==> config.mk <==
export PLATFORM = sky130hd
export DESIGN_NAME = ram_arbiter
export DESIGN_NICKNAME = d
export VERILOG_FILES = /design/src/rtl/ram_arbiter_pkg.sv /design/src/rtl/ram_arbiter_rr_arb2.sv /design/src/rtl/ram_arbiter.sv
export SDC_FILE = /design/constraint.sdc
export NUM_CORES = 1
export LEC_CHECK = 0
export ABC_AREA = 1
export BUFFER_PORTS_ARGS = -buffer_cell sky130_fd_sc_hd__buf_2
export CORE_ASPECT_RATIO = 0.5
export CORE_MARGIN = 2
export CORE_UTILIZATION = 25
export CTS_CLUSTER_DIAMETER = 30
export DETAILED_ROUTE_END_ITERATION = 10
export GPL_TIMING_DRIVEN = 0
export PLACE_DENSITY = 0.63
export SYNTH_ARGS = -nofsm -noshare
export SYNTH_HDL_FRONTEND = slang
export SYNTH_HIERARCHICAL = 1
export SYNTH_SLANG_ARGS = --single-unit
==> constraint.sdc <==
create_clock -name clk -period 1.39 [get_ports clk]
set_clock_uncertainty 0.15 [all_clocks]
set_input_delay 0.139 -clock clk [delete_from_list [all_inputs] [get_ports clk]]
set_output_delay 0.139 -clock clk [all_outputs]
set_load 0.01 [all_outputs]
==> src/rtl/ram_arbiter_pkg.sv <==
// Shared definitions for the 8-bit system RAM path: requester IDs,
// default RAM geometry and the arbiter lock-state encoding.
package ram_arbiter_pkg;

  // Default RAM geometry, shared with the RAM modules
  localparam int RAM_ADDR_W = 10;
  localparam int RAM_DATA_W = 8;

  // Requester identifiers
  localparam logic REQ_A = 1'b0;
  localparam logic REQ_B = 1'b1;

  // Lock ownership state (only used when RAM_ARB_LOCK_EN is defined)
  typedef enum logic {
    LOCK_FREE = 1'b0,
    LOCK_HELD = 1'b1
  } lock_state_t;

endpackage

==> src/rtl/ram_arbiter_rr_arb2.sv <==
// rr_arb2: two-way round-robin grant generator.
// Holds the priority pointer and, when RAM_ARB_LOCK_EN is defined, a
// FREE/LOCKED ownership FSM that lets one requester keep the RAM for an
// atomic read-modify-write sequence.
// Grants are combinational and forced low while rst_n is asserted.
module rr_arb2
  import ram_arbiter_pkg::*;
(
  input  logic clk,
  input  logic rst_n,
  input  logic req_a,
  input  logic req_b,
`ifdef RAM_ARB_LOCK_EN
  input  logic lock_a,
  input  logic lock_b,
`endif
  output logic gnt_a,
  output logic gnt_b
);

  logic prio_r;          // REQ_A: A preferred, REQ_B: B preferred
  logic lock_hold_s;     // a lock owner is present and still requesting
  logic lock_owner_s;    // which requester holds the lock
  logic granted_lock_s;  // the access granted this cycle carries lock = 1
  logic gnt_any_s;

  assign gnt_any_s = gnt_a | gnt_b;

`ifdef RAM_ARB_LOCK_EN
  lock_state_t state_r;
  lock_state_t state_nxt;
  logic        owner_r;
  logic        owner_nxt;

  assign lock_owner_s = owner_r;

  // Lock is only effective while its owner keeps requesting; dropping req frees it
  always_comb begin
    lock_hold_s = 1'b0;
    if (state_r == LOCK_HELD) begin
      lock_hold_s = (owner_r == REQ_A) ? req_a : req_b;
    end else begin
      lock_hold_s = 1'b0;
    end
  end

  // Lock flag of whichever requester is granted this cycle
  always_comb begin
    granted_lock_s = 1'b0;
    if (gnt_a) begin
      granted_lock_s = lock_a;
    end else if (gnt_b) begin
      granted_lock_s = lock_b;
    end else begin
      granted_lock_s = 1'b0;
    end
  end

  // Lock FSM next state: a locked grant claims ownership, anything else releases it
  always_comb begin
    state_nxt = state_r;
    owner_nxt = owner_r;
    case (state_r)
      LOCK_FREE: begin
        if (gnt_any_s && granted_lock_s) begin
          state_nxt = LOCK_HELD;
          owner_nxt = gnt_b ? REQ_B : REQ_A;
        end else begin
          state_nxt = LOCK_FREE;
        end
      end
      LOCK_HELD: begin
        if (gnt_any_s && granted_lock_s) begin
          state_nxt = LOCK_HELD;
          owner_nxt = gnt_b ? REQ_B : REQ_A;
        end else if (gnt_any_s || !lock_hold_s) begin
          state_nxt = LOCK_FREE;
        end else begin
          state_nxt = LOCK_HELD;
        end
      end
      default: begin
        state_nxt = LOCK_FREE;
        owner_nxt = REQ_A;
      end
    endcase
  end

  // Lock FSM state register
  always_ff @(posedge clk or negedge rst_n) begin
    if (!rst_n) begin
      state_r <= LOCK_FREE;
      owner_r <= REQ_A;
    end else begin
      state_r <= state_nxt;
      owner_r <= owner_nxt;
    end
  end
`else
  assign lock_hold_s    = 1'b0;
  assign lock_owner_s   = REQ_A;
  assign granted_lock_s = 1'b0;
`endif

  // Grant selection: lock owner first, then sole requester, then priority pointer
  always_comb begin
    gnt_a = 1'b0;
    gnt_b = 1'b0;
    if (!rst_n) begin
      gnt_a = 1'b0;
      gnt_b = 1'b0;
    end else if (lock_hold_s) begin
      gnt_a = (lock_owner_s == REQ_A);
      gnt_b = (lock_owner_s == REQ_B);
    end else if (req_a && req_b) begin
      gnt_a = (prio_r == REQ_A);
      gnt_b = (prio_r == REQ_B);
    end else if (req_a) begin
      gnt_a = 1'b1;
    end else if (req_b) begin
      gnt_b = 1'b1;
    end else begin
      gnt_a = 1'b0;
      gnt_b = 1'b0;
    end
  end

  // Priority rotates to the loser after every unlocked grant; locked grants freeze it
  always_ff @(posedge clk or negedge rst_n) begin
    if (!rst_n) begin
      prio_r <= REQ_A;
    end else if (gnt_any_s && !granted_lock_s) begin
      prio_r <= gnt_a ? REQ_B : REQ_A;
    end else begin
      prio_r <= prio_r;
    end
  end

endmodule

==> src/rtl/ram_arbiter.sv <==
// ram_arbiter: shares one single-port synchronous RAM (1-cycle registered
// read) between requesters A and B. One access per cycle, round-robin
// arbitration via rr_arb2, read data returned to the issuing requester
// one cycle after its grant.
// Optional macro RAM_ARB_LOCK_EN adds a_lock/b_lock for atomic sequences.
module ram_arbiter
  import ram_arbiter_pkg::*;
#(
  parameter int A = RAM_ADDR_W,
  parameter int D = RAM_DATA_W
) (
  input  logic         clk,
  input  logic         rst_n,
  input  logic         a_req,
  input  logic         a_we,
  input  logic [A-1:0] a_addr,
  input  logic [D-1:0] a_wdata,
`ifdef RAM_ARB_LOCK_EN
  input  logic         a_lock,
`endif
  output logic         a_gnt,
  output logic         a_rvalid,
  output logic [D-1:0] a_rdata,
  input  logic         b_req,
  input  logic         b_we,
  input  logic [A-1:0] b_addr,
  input  logic [D-1:0] b_wdata,
`ifdef RAM_ARB_LOCK_EN
  input  logic         b_lock,
`endif
  output logic         b_gnt,
  output logic         b_rvalid,
  output logic [D-1:0] b_rdata,
  output logic [A-1:0] ram_addr,
  output logic [D-1:0] ram_din,
  output logic         ram_we,
  input  logic [D-1:0] ram_dout
);

  logic         gnt_a_s;
  logic         gnt_b_s;
  logic         gnt_any_s;
  logic [A-1:0] addr_hold_r;  // last granted address, driven when idle
  logic [D-1:0] din_hold_r;   // last granted write data, driven when idle
  logic         rd_pend_r;    // a read was issued last cycle
  logic         rd_owner_r;   // requester that issued that read

  rr_arb2 u_rr_arb2 (
    .clk    (clk),
    .rst_n  (rst_n),
    .req_a  (a_req),
    .req_b  (b_req),
`ifdef RAM_ARB_LOCK_EN
    .lock_a (a_lock),
    .lock_b (b_lock),
`endif
    .gnt_a  (gnt_a_s),
    .gnt_b  (gnt_b_s)
  );

  assign a_gnt     = gnt_a_s;
  assign b_gnt     = gnt_b_s;
  assign gnt_any_s = gnt_a_s | gnt_b_s;

  // RAM port mux: granted requester drives the RAM, idle cycles hold the bus steady
  always_comb begin
    ram_addr = addr_hold_r;
    ram_din  = din_hold_r;
    ram_we   = 1'b0;
    if (gnt_b_s) begin
      ram_addr = b_addr;
      ram_din  = b_wdata;
      ram_we   = b_we;
    end else if (gnt_a_s) begin
      ram_addr = a_addr;
      ram_din  = a_wdata;
      ram_we   = a_we;
    end else begin
      ram_addr = addr_hold_r;
      ram_din  = din_hold_r;
      ram_we   = 1'b0;
    end
  end

  // Capture the granted address/data so the RAM bus does not toggle when idle
  always_ff @(posedge clk or negedge rst_n) begin
    if (!rst_n) begin
      addr_hold_r <= {A{1'b0}};
      din_hold_r  <= {D{1'b0}};
    end else if (gnt_any_s) begin
      addr_hold_r <= ram_addr;
      din_hold_r  <= ram_din;
    end else begin
      addr_hold_r <= addr_hold_r;
      din_hold_r  <= din_hold_r;
    end
  end

  // Read-return pipeline: remember who issued a read so the RAM output reaches them
  always_ff @(posedge clk or negedge rst_n) begin
    if (!rst_n) begin
      rd_pend_r  <= 1'b0;
      rd_owner_r <= REQ_A;
    end else if (gnt_any_s) begin
      rd_pend_r  <= ~ram_we;
      rd_owner_r <= gnt_b_s ? REQ_B : REQ_A;
    end else begin
      rd_pend_r  <= 1'b0;
      rd_owner_r <= rd_owner_r;
    end
  end

  // Both requesters see the RAM output; only the owner's rvalid qualifies it
  assign a_rvalid = rd_pend_r & (rd_owner_r == REQ_A);
  assign b_rvalid = rd_pend_r & (rd_owner_r == REQ_B);
  assign a_rdata  = ram_dout;
  assign b_rdata  = ram_dout;

endmodule

# Word-level counts from Yosys, hierarchy flattened
# Index checks and enable logic that the tools add are counted.
[classes]
mux = 16
n_reduce_logical = 1
n_mul = 0
shift = 0
order_cmp = 0
addsub = 0
n_div = 0
n_bitwise = 6
eq_ne = 0
[ops]
columns = ["cell", "count"]
rows = [
  ["10-bit two-way mux", 2],
  ["8-bit two-way mux", 2],
  ["1-bit two-way mux", 12],
  ["1-bit NOT", 3],
  ["1-bit AND", 2],
  ["1-bit logical AND", 1],
  ["1-bit OR", 1],
]
[totals]
memories = 0
mem_bits_rw = 0
mem_bits_ro = 0
latchBits = 0
out_inout_bits = 39
ff_bits = 21

# Longest topological paths before layout
# Gate-level depths: netlist of the first run.
[logic_depth]
word_depth = 7
depth_mapped = 8
mapped_depth_nobuf = 7

# Hierarchy
# Netlist of the first run, hierarchy kept.
[modules_own_cells]
columns = ["module", "n_inst", "area_per_inst_um2", "cells_each"]
rows = [
  ["ram_arbiter", 1, 1147.4, 146],
  ["rr_arb2", 1, 63.8, 11],
]

# Worst setup path before layout of the first run
# No wires, ideal clock.
[synth_timing]
path_type = "reg-to-output"
startpoint = "reg u_rr_arb2.prio_r"
endpoint = "out ram_addr[4]"
t_arrival_ns = 1.242
setup_slack_ns = -0.141
path_stages_with_launch = 7
t_required_ns = 1.101
n_path_buf = 2
path_cell_list = "dfrtp_1 > inv_1 > a21oi_1 > buf_6 > buf_6 > nand2_1 > nand3_1"
[synth_lines]
columns = ["item", "line", "text"]
rows = [
  ["start, declared", "ram_arbiter_rr_arb2.sv:21", "logic prio_r;"],
  ["start signal, assigned", "ram_arbiter_rr_arb2.sv:133", "prio_r <= gnt_a ? REQ_B : REQ_A;"],
  ["start signal, assigned", "ram_arbiter_rr_arb2.sv:135", "prio_r <= prio_r;"],
  ["1-bit two-way mux", "ram_arbiter_rr_arb2.sv:115", "end else if (req_a && req_b) begin"],
  ["1-bit two-way mux", "ram_arbiter_rr_arb2.sv:109", "if (!rst_n) begin"],
  ["named net b_gnt", "ram_arbiter.sv:31", "output logic b_gnt,"],
  ["10-bit two-way mux", "ram_arbiter.sv:70", "if (gnt_b_s) begin"],
  ["end, declared", "ram_arbiter.sv:34", "output logic [A-1:0] ram_addr,"],
]
# The timed path passes the listed nets, and every way through them passes these cells.

# Worst setup path after layout of the first run
[layout_timing]
startpoint = "reg u_rr_arb2.prio_r"
endpoint = "out ram_din[1]"
[layout_via]
elab_chain_len = 5
[layout_rtl]
columns = ["item", "line", "text"]
rows = [
  ["1-bit NOT", "ram_arbiter_rr_arb2.sv:116", "gnt_a = (prio_r == REQ_A);"],
  ["1-bit two-way mux", "ram_arbiter_rr_arb2.sv:115", ""],
  ["1-bit two-way mux", "ram_arbiter_rr_arb2.sv:109", ""],
  ["8-bit two-way mux", "ram_arbiter.sv:74", "end else if (gnt_a_s) begin"],
  ["8-bit two-way mux (*)", "ram_arbiter.sv:70", ""],
  ["end, declared", "ram_arbiter.sv:35", "output logic [D-1:0] ram_din,"],
]
# Every way passes the cells marked *; elsewhere a longest branch is shown, timed or not.

==> qor.yml, run 1 <==
hold_path:
  hp-class: "input port to flop"
  holdPathStages: 3
  min-delay-start: "a_wdata[1]"
  hold-path-endpoint: "din_hold_r[1]"
clock_tree:
  cts_buffers: 3
  cts_buffer_depth: 2
  htree_levels: 1
  clock_latency_ps: 270
  cts-root-buf: "clkbuf_8"
  cts_tree: "yes"
  cts_sinks: 21
  clkTransAtPathRegs_ps: 90
floorplanning:
  dieArea_um2: 5451
  num_rows: 17
  core-area_um2: 4531
  die_w_um: 102.4
  io_pins: 89
  start_util: 0.2673
  fp.dieH_um: 53.22
placement:
  port_buffers: 80
  placedCellCount: 303
  dp_slack_ps: -551.8
  post-dp-hpwl_mm: 2.524
  gp_congestion: 0.7730
logic_synthesis:
  synth_compound_area_frac: 0.004132
  syn_inst: 157
  synth_seq_cells: 21
  synth_warnings: 6
  synth-simple-area-share: 0.3864
  seq_area_frac_synth: 0.4339
  synth_xor_xnor_area_share: 0
  syn_area_um2: 1211
  synth_top_family_by_area: "simple AND/OR/NAND/NOR gates"
  synth.distinct_cells: 11
  synth_fp_nets: 207
  synth_adder_area_share: 0
  syn_avg_cell_area_um2: 7.714
  synth_mux_area_frac: 0
timing:
  slew_headroom: 0.3487
  finalHoldViolCount: 0
  tightest_slew_ps: 977.0
  rsz0062_at_grt: "true"
  fmax_ghz: 0.5291
  fin_crit_sh: 1.360
  slew_violations: 0
  fin_tns_setup_ps: -10230
  setup_viol: 41
  setup_slack_ps: -500.1
  post-route-min-period_ps: 1890
global_routing:
  grt_max_degree: 22
  track_usage: 0.1340
  grt_pass1_vias: 1310
  grt_pass1_wl_mm: 5.589
  grt_overflow: 0
  antenna_found_initial: 0
route:
  vias: 1592
  wire_per_inst_um: 14.99
  viasPerCell: 4.710
  detail_route.first_pass.iterations: 7
  ant_nets: 0
  wl_mm: 5.066
  drtIter0Drc: 80
  route.detailed.drc: 0
critical_path:
  reg2reg_slack_ps: -90
  cp_data_arrival_time_ps: 1600
  r2r_start: "u_rr_arb2/prio_r"
  startpoint_type: "flop"
  end_kind: "primary output"
  r2r_cells: 7
  cp_data_required_time_ps: 1100
  crit_type: "flop to primary output"
  cp_max_fo: 5
  r2r-end: "rd_pend_r"
power:
  p_leak_uw: 0.001450
  pwr_density_cell_nw_per_um2: 847.1
  vdd_drop_max_uv: 433.8
  p_total_uw: 2247
final_layout:
  fin_cells: 338
  num_antenna_cells: 0
  area_growth_pct: 119.0
  layout-drive-gt1-share: 0.6912
  fin_nets: 323
job:
  cap_violations: 0
status:
  violations: "negative setup slack"
  status: "complete, but fails checks"
## cell usage in the layout (no fill, tap or decap), drive strengths merged
cell	Yosys	routed
a21oi	1	1
buf	24	111
clkbuf	0	6
clkinv	0	1
dfrtp	21	21
dlygate4sd3	0	20
dlymetal6s4s	0	1
inv	6	6
nand2	47	47
nand3	55	55
nor2	3	3
## critical path, cell delays in order, from the launching register on
cell and delay (ps):
dfrtp_1 430, inv_2 70, a21oi_4 230, buf_6 180, clkbuf_16 170, nand2_4 50, nand3_2 80, buf_6 100
## worst max-delay path by stage
stage,start,end,cells after the start
after floorplan,u_rr_arb2/prio_r,ram_addr[6],7
after global placement,rst_n,ram_addr[7],8
after detailed placement,rst_n,ram_din[0],8
after CTS,u_rr_arb2/prio_r,ram_din[5],8
after global routing,u_rr_arb2/prio_r,ram_din[3],7
final,u_rr_arb2/prio_r,ram_din[1],7
## cells in the mapped netlist
master | count | area (um^2)
buf_6 | 4 | 45.04
a21oi_1 | 1 | 5.000
inv_1 | 5 | 18.77
buf_2 | 2 | 10.01
nand2_1 | 47 | 176.4
buf_4 | 18 | 135.1
dfrtp_1 | 21 | 525.5
inv_2 | 1 | 3.750
nand3_2 | 1 | 10.01
nor2_1 | 3 | 11.26
nand3_1 | 54 | 270.3
## where the power goes
part	switching [uW]	internal (uW)
clock network	218	200
logic	505	555
registers	48.3	720
total	772	1480
## through the flow
stage / hold WS (ps) / instance area (um^2) / utilization
after floorplan: -306.6 / 1226 / -
after global placement: -11.16 / 1709 / 0.3772
after detailed placement: -9.175 / 1709 / 0.3772
after CTS: -38.65 / 2056 / 0.4537
after global routing: 16.17 / 2653 / 0.5855
final: 4.324 / 2653 / 0.5855
## kinds of logic after synthesis
kind of cell | Yosys count
DFF | 21
AOI/OAI and AO/OA | 1
and+or+nand+nor | 105
buffers and inverters | 30
## what timing repair did
item	4_1_cts	5_1_grt
pin swaps	1	21
hold buffers	20	1
endpoints found under the setup margin	39	61
endpoints found under the hold margin	39	1
buffers inserted	5	2
cloned	1	3
gates resized for setup	16	107
## area by class of cell
type / instances / area, um^2
Fill cell: 344 / 1878
Timing Repair Buffer: 111 / 894.6
Multi-Input combinational cell: 106 / 849.6
Sequential cell: 21 / 525.5
Buffer: 24 / 231.5
Tap cell: 66 / 82.58
Clock buffer: 3 / 41.29
Inverter: 6 / 22.52
Clock inverter: 1 / 5.005
## registers in the layout (all words and copies together) (netlist names)
register,count
din_hold_r,8
rd_owner_r,1
u_rr_arb2/prio_r,1
addr_hold_r,10
rd_pend_r,1
## per-layer routing
| layer | up-vias | routed length (um) | global-route usage | share of wire |
|---|---|---|---|---|
| li1 | 736 | - | - | - |
| met1 | 789 | 2006 | 0.1525 | 0.40 |
| met2 | 63 | 2740 | 0.2625 | 0.54 |
| met3 | 4 | 279 | 0.02114 | 0.055 |
| met4 | 0 | 40 | 0.03778 | 0.0079 |
| met5 | - | 0 | 0 | 0 |
No activity file was read; power rests on OpenSTA's default activity.
==> run 2: changes to the inputs <==
--- a/config.mk
+++ b/config.mk
@@ -6,14 +6,13 @@
 export NUM_CORES = 1
 export LEC_CHECK = 0
 export ABC_AREA = 1
+export ABC_CLOCK_PERIOD_IN_PS = 1390
 export BUFFER_PORTS_ARGS = -buffer_cell sky130_fd_sc_hd__buf_2
 export CORE_ASPECT_RATIO = 0.5
 export CORE_MARGIN = 2
 export CORE_UTILIZATION = 25
 export CTS_CLUSTER_DIAMETER = 30
 export DETAILED_ROUTE_END_ITERATION = 10
-export GPL_TIMING_DRIVEN = 0
-export PLACE_DENSITY = 0.63
 export SYNTH_ARGS = -nofsm -noshare
 export SYNTH_HDL_FRONTEND = slang
 export SYNTH_HIERARCHICAL = 1
==> run 2 against run 1 <==
The run ends with negative hold slack, negative setup slack left. Setup slack improved by 86 ps. Via count shrank 9.7%. Wire length is 17% lower. Critical path depth is the same. Fmax increased by 4.8%. Power down 8.7%. Register-to-register slack improved by 40 ps. Critical path type unchanged.
==> qor.yml, run 2 (synthesis results as in run 1) <==
route:
  wire_per_inst_um: 13.23  # -12%
  viasPerCell: 4.551  # -3.4%
  drtIter0Drc: 42  # -48%
  ant_nets: 0  # unchanged
  vias: 1438  # -9.7%
  wl_mm: 4.181  # -17%
  route.detailed.drc: 0  # unchanged
  detail_route.first_pass.iterations: 4  # -3
clock_tree:
  hold_buffers: 4  # -80%
  clock_latency_ps: 260  # about the same
  cts_tree: "yes"
  cts_buffers: 3  # unchanged
  clkTransAtPathRegs_ps: 80  # about the same
  htree_levels: 1  # unchanged
  cts_sinks: 21  # unchanged
  cts-root-buf: "clkbuf_8"
  cts_buffer_depth: 2  # unchanged
floorplanning:
  num_rows: 17  # unchanged
  die_w_um: 102.4  # unchanged
  start_util: 0.2673  # unchanged
  fp.dieH_um: 53.22  # unchanged
  io_pins: 89  # unchanged
  dieArea_um2: 5451  # unchanged
  core-area_um2: 4531  # unchanged
status:
  status: "complete, but fails checks"
  violations: "negative hold slack, negative setup slack"
final_layout:
  fin_nets: 301  # -6.8%
  final_cell_mix: "54 x buf_2, 30 x buf_4, 26 x nand2_1, 25 x nand3_1"
  fin_cells: 316  # -6.5%
  largest_reg_flops: 10  # unchanged
  area_growth_pct: 86.26
  num_antenna_cells: 0  # unchanged
  reg_top3: "addr_hold_r x10, din_hold_r x8"
  layout_commonest_cell: "buf_2"
  layout-drive-gt1-share: 0.6720  # -0.01918
  top_register: "addr_hold_r"
  fill_cells: 403  # +17%
critical_path:
  slowest_delay_ps: 390  # -40 ps
  reg2reg_slack_ps: -50  # +40 ps
  startpoint_type: "flop"
  cp_data_arrival_time_ps: 1520  # -80 ps
  crit_type: "flop to primary output"
  cp_max_fo: 6  # +1
  critPathSlowestCell: "dfrtp_1"
  cp_data_required_time_ps: 1100  # about the same
  path_cells: "inv_2 -> a21oi_4 -> nor2_4 -> buf_6 -> nand2_2 -> nand3_2 -> buf_6"
  crit_top_cell: "buf_6"
  end_kind: "primary output"
power:
  vdd_drop_max_uv: 408.8  # -5.8%
  power_frac_comb: 0.423  # -0.049
  p_sw_frac: 0.3358  # -0.007638
  p_seq_frac: 0.380  # +0.038
  p_switching_uw: 689.1  # -11%
  p_leak_uw: 0.001206  # -17%
  clkPwrFrac: 0.197  # +0.011
  p_int_uw: 1363  # -7.6%
  pwr_density_cell_nw_per_um2: 909.7  # +7.4%
timing:
  fmax_ghz: 0.5543  # +4.8%
  whs_ps: -5.964  # -10.29 ps
  setup_viol: 31  # -24%
  fin_tns_setup_ps: -7697  # +2532 ps
  setup_slack_ps: -414.0  # +86.02 ps
  fin_crit_sh: 1.298  # -0.06189
  finalHoldViolCount: 5  # +5
  tightest_slew_ps: 255.5  # -721.5 ps
  slew_violations: 0  # unchanged
  slew_headroom: 0.8293  # +0.4806
  rsz0062_at_grt: "true"
  post-route-min-period_ps: 1804  # -86.02 ps
global_routing:
  grt_use_met2: 0.2331  # -0.02941
  grt_pass1_vias: 1250  # -4.6%
  met3_usage: 0.03038  # +0.009247
  antenna_found_initial: 0  # unchanged
  grt_most_used_layer: "met2"
  grt_pass1_wl_mm: 5.644  # +0.98%
  track_usage: 0.1356  # +0.001580
  grt_overflow: 0  # unchanged
  grt_max_degree: 17  # -23%
  use_met1: 0.1601  # +0.007554
hold_path:
  hp-class: "input port to flop"
placement:
  placedCellCount: 300  # -0.99%
  post-dp-hpwl_mm: 2.621  # +3.8%
  port_buffers: 64  # -20%
  gp_congestion: 0.7921  # +2.5%
job:
  cap_violations: 0  # unchanged
## run 2: cell types whose count changed in the layout (fill, tap and decap cells not counted), sizes merged
cell and delta:
dlygate4sd3 -16, buf -2, clkbuf -2, clkinv -1, dlymetal6s4s -1
## run 2: area by class of cell
type | count | area [um^2] | share of cell area
multi-input cells | 106 | 754.5 | 0.3344
clock buffers | 4 | 45.04 | 0.01997
repair buffers | 113 | 820.8 | 0.3638
flip-flops and latches | 21 | 525.5 | 0.2329
inverters | 6 | 27.53 | 0.01220
well taps | 66 | 82.58 | 0.03661
## run 2: worst max-delay path: cells and delay by family (launching register included)
family | cells | cell delay (ps)
and+or+nand+nor | 3 | 270
DFF | 1 | 390
buffers and inverters | 3 | 350
AOI/OAI and AO/OA | 1 | 240
## run 2: worst paths after layout
path	from	to	cells past startpoint
hold / removal	b_wdata[4]	din_hold_r[4]	3
setup / recovery	u_rr_arb2/prio_r	ram_addr[3]	7
hold reg to reg	din_hold_r[7]	din_hold_r[7]	2
min in group asynchronous	rst_n	u_rr_arb2/prio_r	3
max in group asynchronous	rst_n	din_hold_r[7]	3
setup reg to reg	u_rr_arb2/prio_r	din_hold_r[6]	7
## run 2: per-layer routing
metal  routed length [um]  vias to the layer above
li1                     -                      688
met1                 1774                      700
met2                 2077                       37
met3                  215                       13
met4                  114                        0
met5                    0                        -
## run 2: power by group through the flow
stage | Combinational (uW) | Clock (uW) | Sequential, uW
2_1_floorplan | 366 | 0 | 757
3_3_place_gp | 587 | 0 | 766
3_5_place_dp | 596 | 0 | 766
4_1_cts | 633 | 410 | 753
5_1_grt | 944 | 445 | 791
6_report | 869 | 404 | 780
## run 2: stage by stage
stage               setup slack (ps)  cell area (um^2)  utilization  total power (uW)  hold slack, ps
floorplan                      3.540              1226            -              1123          -306.6
global placement              -44.23              1713       0.3781              1353          -57.53
detailed placement            -95.83              1713       0.3781              1362          -71.72
CTS                           -358.6              1847       0.4076              1797          -36.43
global route                  -514.4              2256       0.4979              2179         -0.5915
finish                        -414.0              2256       0.4979              2052          -5.964
## run 2: timing repair
action	in CTS	in global routing
gates resized for setup	9	87
endpoints found under the hold margin	26	1
cloned	1	3
endpoints found under the setup margin	25	38
pin swaps	1	6
setup buffers	2	3
==> run 3: changes to the inputs <==
--- a/config.mk
+++ b/config.mk
@@ -8,11 +8,14 @@
 export ABC_AREA = 1
 export ABC_CLOCK_PERIOD_IN_PS = 1390
 export BUFFER_PORTS_ARGS = -buffer_cell sky130_fd_sc_hd__buf_2
+export CELL_PAD_IN_SITES_DETAIL_PLACEMENT = 2
+export CELL_PAD_IN_SITES_GLOBAL_PLACEMENT = 2
 export CORE_ASPECT_RATIO = 0.5
 export CORE_MARGIN = 2
-export CORE_UTILIZATION = 25
+export CORE_UTILIZATION = 20
 export CTS_CLUSTER_DIAMETER = 30
 export DETAILED_ROUTE_END_ITERATION = 10
+export PLACE_DENSITY_LB_ADDON = 0.1
 export SYNTH_ARGS = -nofsm -noshare
 export SYNTH_HDL_FRONTEND = slang
 export SYNTH_HIERARCHICAL = 1
==> run 3 against run 2 <==
The flow finishes with violations (negative setup slack). Cell area fell by 6.5%. Count of clock-buffer cells in the layout did not move. Setup slack improved by 13 ps. Fmax rose by 0.75%. Highest routed layer unchanged. Global-route usage rose by 1.2 points. Largest power group unchanged. Non-clock buffer count fell by 14. Critical path depth rose by 1. Utilization fell by 13 points. Sequential share of layout area rose by 1.6 points. Via count fell by 6.4%. Combinational power fell by 4.8%.
==> qor.yml, run 3 (synthesis results as in run 1) <==
power:
  power_frac_comb: 0.372  # -0.051
  vdd_drop_max_uv: 414.8  # +1.5%
  pwr_density_cell_nw_per_um2: 1054  # +16%
  p_seq_frac: 0.356  # -0.024
  p_leak_uw: 0.001171  # -2.9%
  clkPwrFrac: 0.272  # +0.075
  p_int_uw: 1529  # +12%
  p_sw_frac: 0.3121  # -0.02370
  p_switching_uw: 693.9  # +0.69%
floorplanning:
  dieArea_um2: 6732  # +23%
  num_rows: 19  # +2
  start_util: 0.2141  # -0.05326
  fp.dieH_um: 59.03  # +11%
  core-area_um2: 5658  # +25%
  die_w_um: 114.1  # +11%
  io_pins: 89  # unchanged
status:
  violations: "negative setup slack"
  status: "complete, but fails checks"
global_routing:
  grt_max_degree: 21  # +4
  grt_overflow: 0  # unchanged
  track_usage: 0.1480  # +0.01242
  antenna_found_initial: 0  # unchanged
  grt_pass1_vias: 1500  # +20%
  grt_pass1_wl_mm: 7.369  # +31%
clock_tree:
  clock_latency_ps: 250  # about the same
  clkTransAtPathRegs_ps: 50  # -30 ps
  cts_sinks: 21  # unchanged
  cts_buffers: 3  # unchanged
  cts-root-buf: "clkbuf_16"
  cts_tree: "yes"
  cts_buffer_depth: 2  # unchanged
  htree_levels: 1  # unchanged
timing:
  slew_headroom: 0.8692  # +0.03985
  whs_ps: 0.1557  # +6.120 ps
  finalHoldViolCount: 0  # -5
  setup_viol: 35  # +13%
  slew_violations: 0  # unchanged
  fmax_ghz: 0.5585  # +0.75%
  setup_slack_ps: -400.6  # +13.38 ps
  tightest_slew_ps: 196.3  # -59.21 ps
  fin_crit_sh: 1.288  # -0.009625
  post-route-min-period_ps: 1791  # -13.38 ps
  rsz0062_at_grt: "true"
placement:
  dp_slack_ps: -271.9  # -176.0 ps
  port_buffers: 64  # unchanged
  gp_congestion: 0.6968  # -12%
  placed_cell_area_um2: 1634  # -4.6%
  post-dp-hpwl_mm: 3.239  # +24%
final_layout:
  fin_nets: 287  # -4.7%
  reg_top3: "addr_hold_r x10, din_hold_r x8"
  largest_reg_flops: 10  # unchanged
  layout_commonest_cell: "buf_2"
  final_cell_mix: "53 x buf_2, 40 x nand3_1, 28 x nand2_1, 22 x buf_4, 21 x dfrtp_1"
  area_growth_pct: 74.17
  finish.utilization: 0.3728  # -0.1251
  layout-drive-gt1-share: 0.5890  # -0.08302
  fill_cells: 632  # +57%
  top_register: "addr_hold_r"
  num_antenna_cells: 0  # unchanged
  finalInstanceArea_um2: 2110  # -6.5%
critical_path:
  cp_data_required_time_ps: 1100  # about the same
  cp_data_arrival_time_ps: 1500  # -20 ps
  r2r_start: "u_rr_arb2/prio_r"
  reg2reg_slack_ps: -70  # -20 ps
  crit_type: "flop to primary output"
  end_kind: "primary output"
  startpoint_type: "flop"
  r2r-end: "rd_owner_r"
  r2r_cells: 8  # +1
  cp_max_fo: 7  # +1
route:
  ant_nets: 0  # unchanged
  drtIter0Drc: 40  # -4.8%
  wire_per_inst_um: 15.21  # +15%
  detail_route.first_pass.iterations: 4  # unchanged
  viasPerCell: 4.356  # -4.3%
  vias: 1346  # -6.4%
  wl_mm: 4.699  # +12%
  route.detailed.drc: 0  # unchanged
hold_path:
  hold-path-endpoint: "addr_hold_r[3]"
  holdPathStages: 3  # unchanged
  hp-class: "input port to flop"
  min-delay-start: "b_addr[3]"
job:
  cap_violations: 0  # unchanged
-- run 3: per-stage QoR --
step / std cells / power (uW) / setup TNS, ps
global placement: 295 / 1344 / -3679
global route: 309 / 2382 / -11410
floorplan: 157 / 1123 / 0
detailed placement: 295 / 1371 / -5474
CTS: 308 / 2209 / -8094
finish: 309 / 2223 / -7819
-- run 3: power by group through the flow --
stage	sequential [uW]	combinational [uW]	clock, uW
6_report	792	827	605
5_1_grt	806	916	660
4_1_cts	780	800	629
3_5_place_dp	768	603	0
3_3_place_gp	763	581	0
2_1_floorplan	757	366	0
-- run 3: timing repair --
| item | 4_1_cts | 5_1_grt |
|---|---|---|
| endpoints found under the hold margin | 23 | 0 |
| cloned | 3 | 0 |
| buffers inserted | 4 | 1 |
| setup endpoints to repair | 40 | 41 |
| hold buffers | 3 | 0 |
| pin swaps | 3 | 3 |
| gates resized for setup | 56 | 17 |
-- run 3: worst max-delay path by stage --
stage	endpoint	from
finish	ram_din[6]	u_rr_arb2/prio_r
global route	ram_addr[4]	u_rr_arb2/prio_r
CTS	ram_din[3]	u_rr_arb2/prio_r
detailed placement	ram_addr[7]	u_rr_arb2/prio_r
global placement	ram_addr[7]	u_rr_arb2/prio_r
floorplan	ram_addr[6]	u_rr_arb2/prio_r
-- run 3: routing by layer --
layer	up-vias	GRT usage	part of all wire
met5	-	0	0
met4	0	0.04878	0.012
met3	4	0.02761	0.051
met2	40	0.2474	0.48
met1	642	0.1973	0.46
li1	660	-	-
-- run 3: cell type report --
class / count / area (um^2) / area share
timing repair buffer: 99 / 729.5 / 0.3458
inverter: 6 / 32.53 / 0.01542
clock buffer: 4 / 78.83 / 0.03737
sequential: 21 / 525.5 / 0.2491
tap: 73 / 91.34 / 0.04330
multi-input combinational: 106 / 651.9 / 0.3090
-- run 3: worst max-delay path: stages, from the launching register on --
cell     delay, ps
dfrtp_1        400
inv_2           80
a21oi_4         70
buf_12         130
nor2_4         130
buf_8          180
nand2_2         70
nand3_2         80
buf_6          100
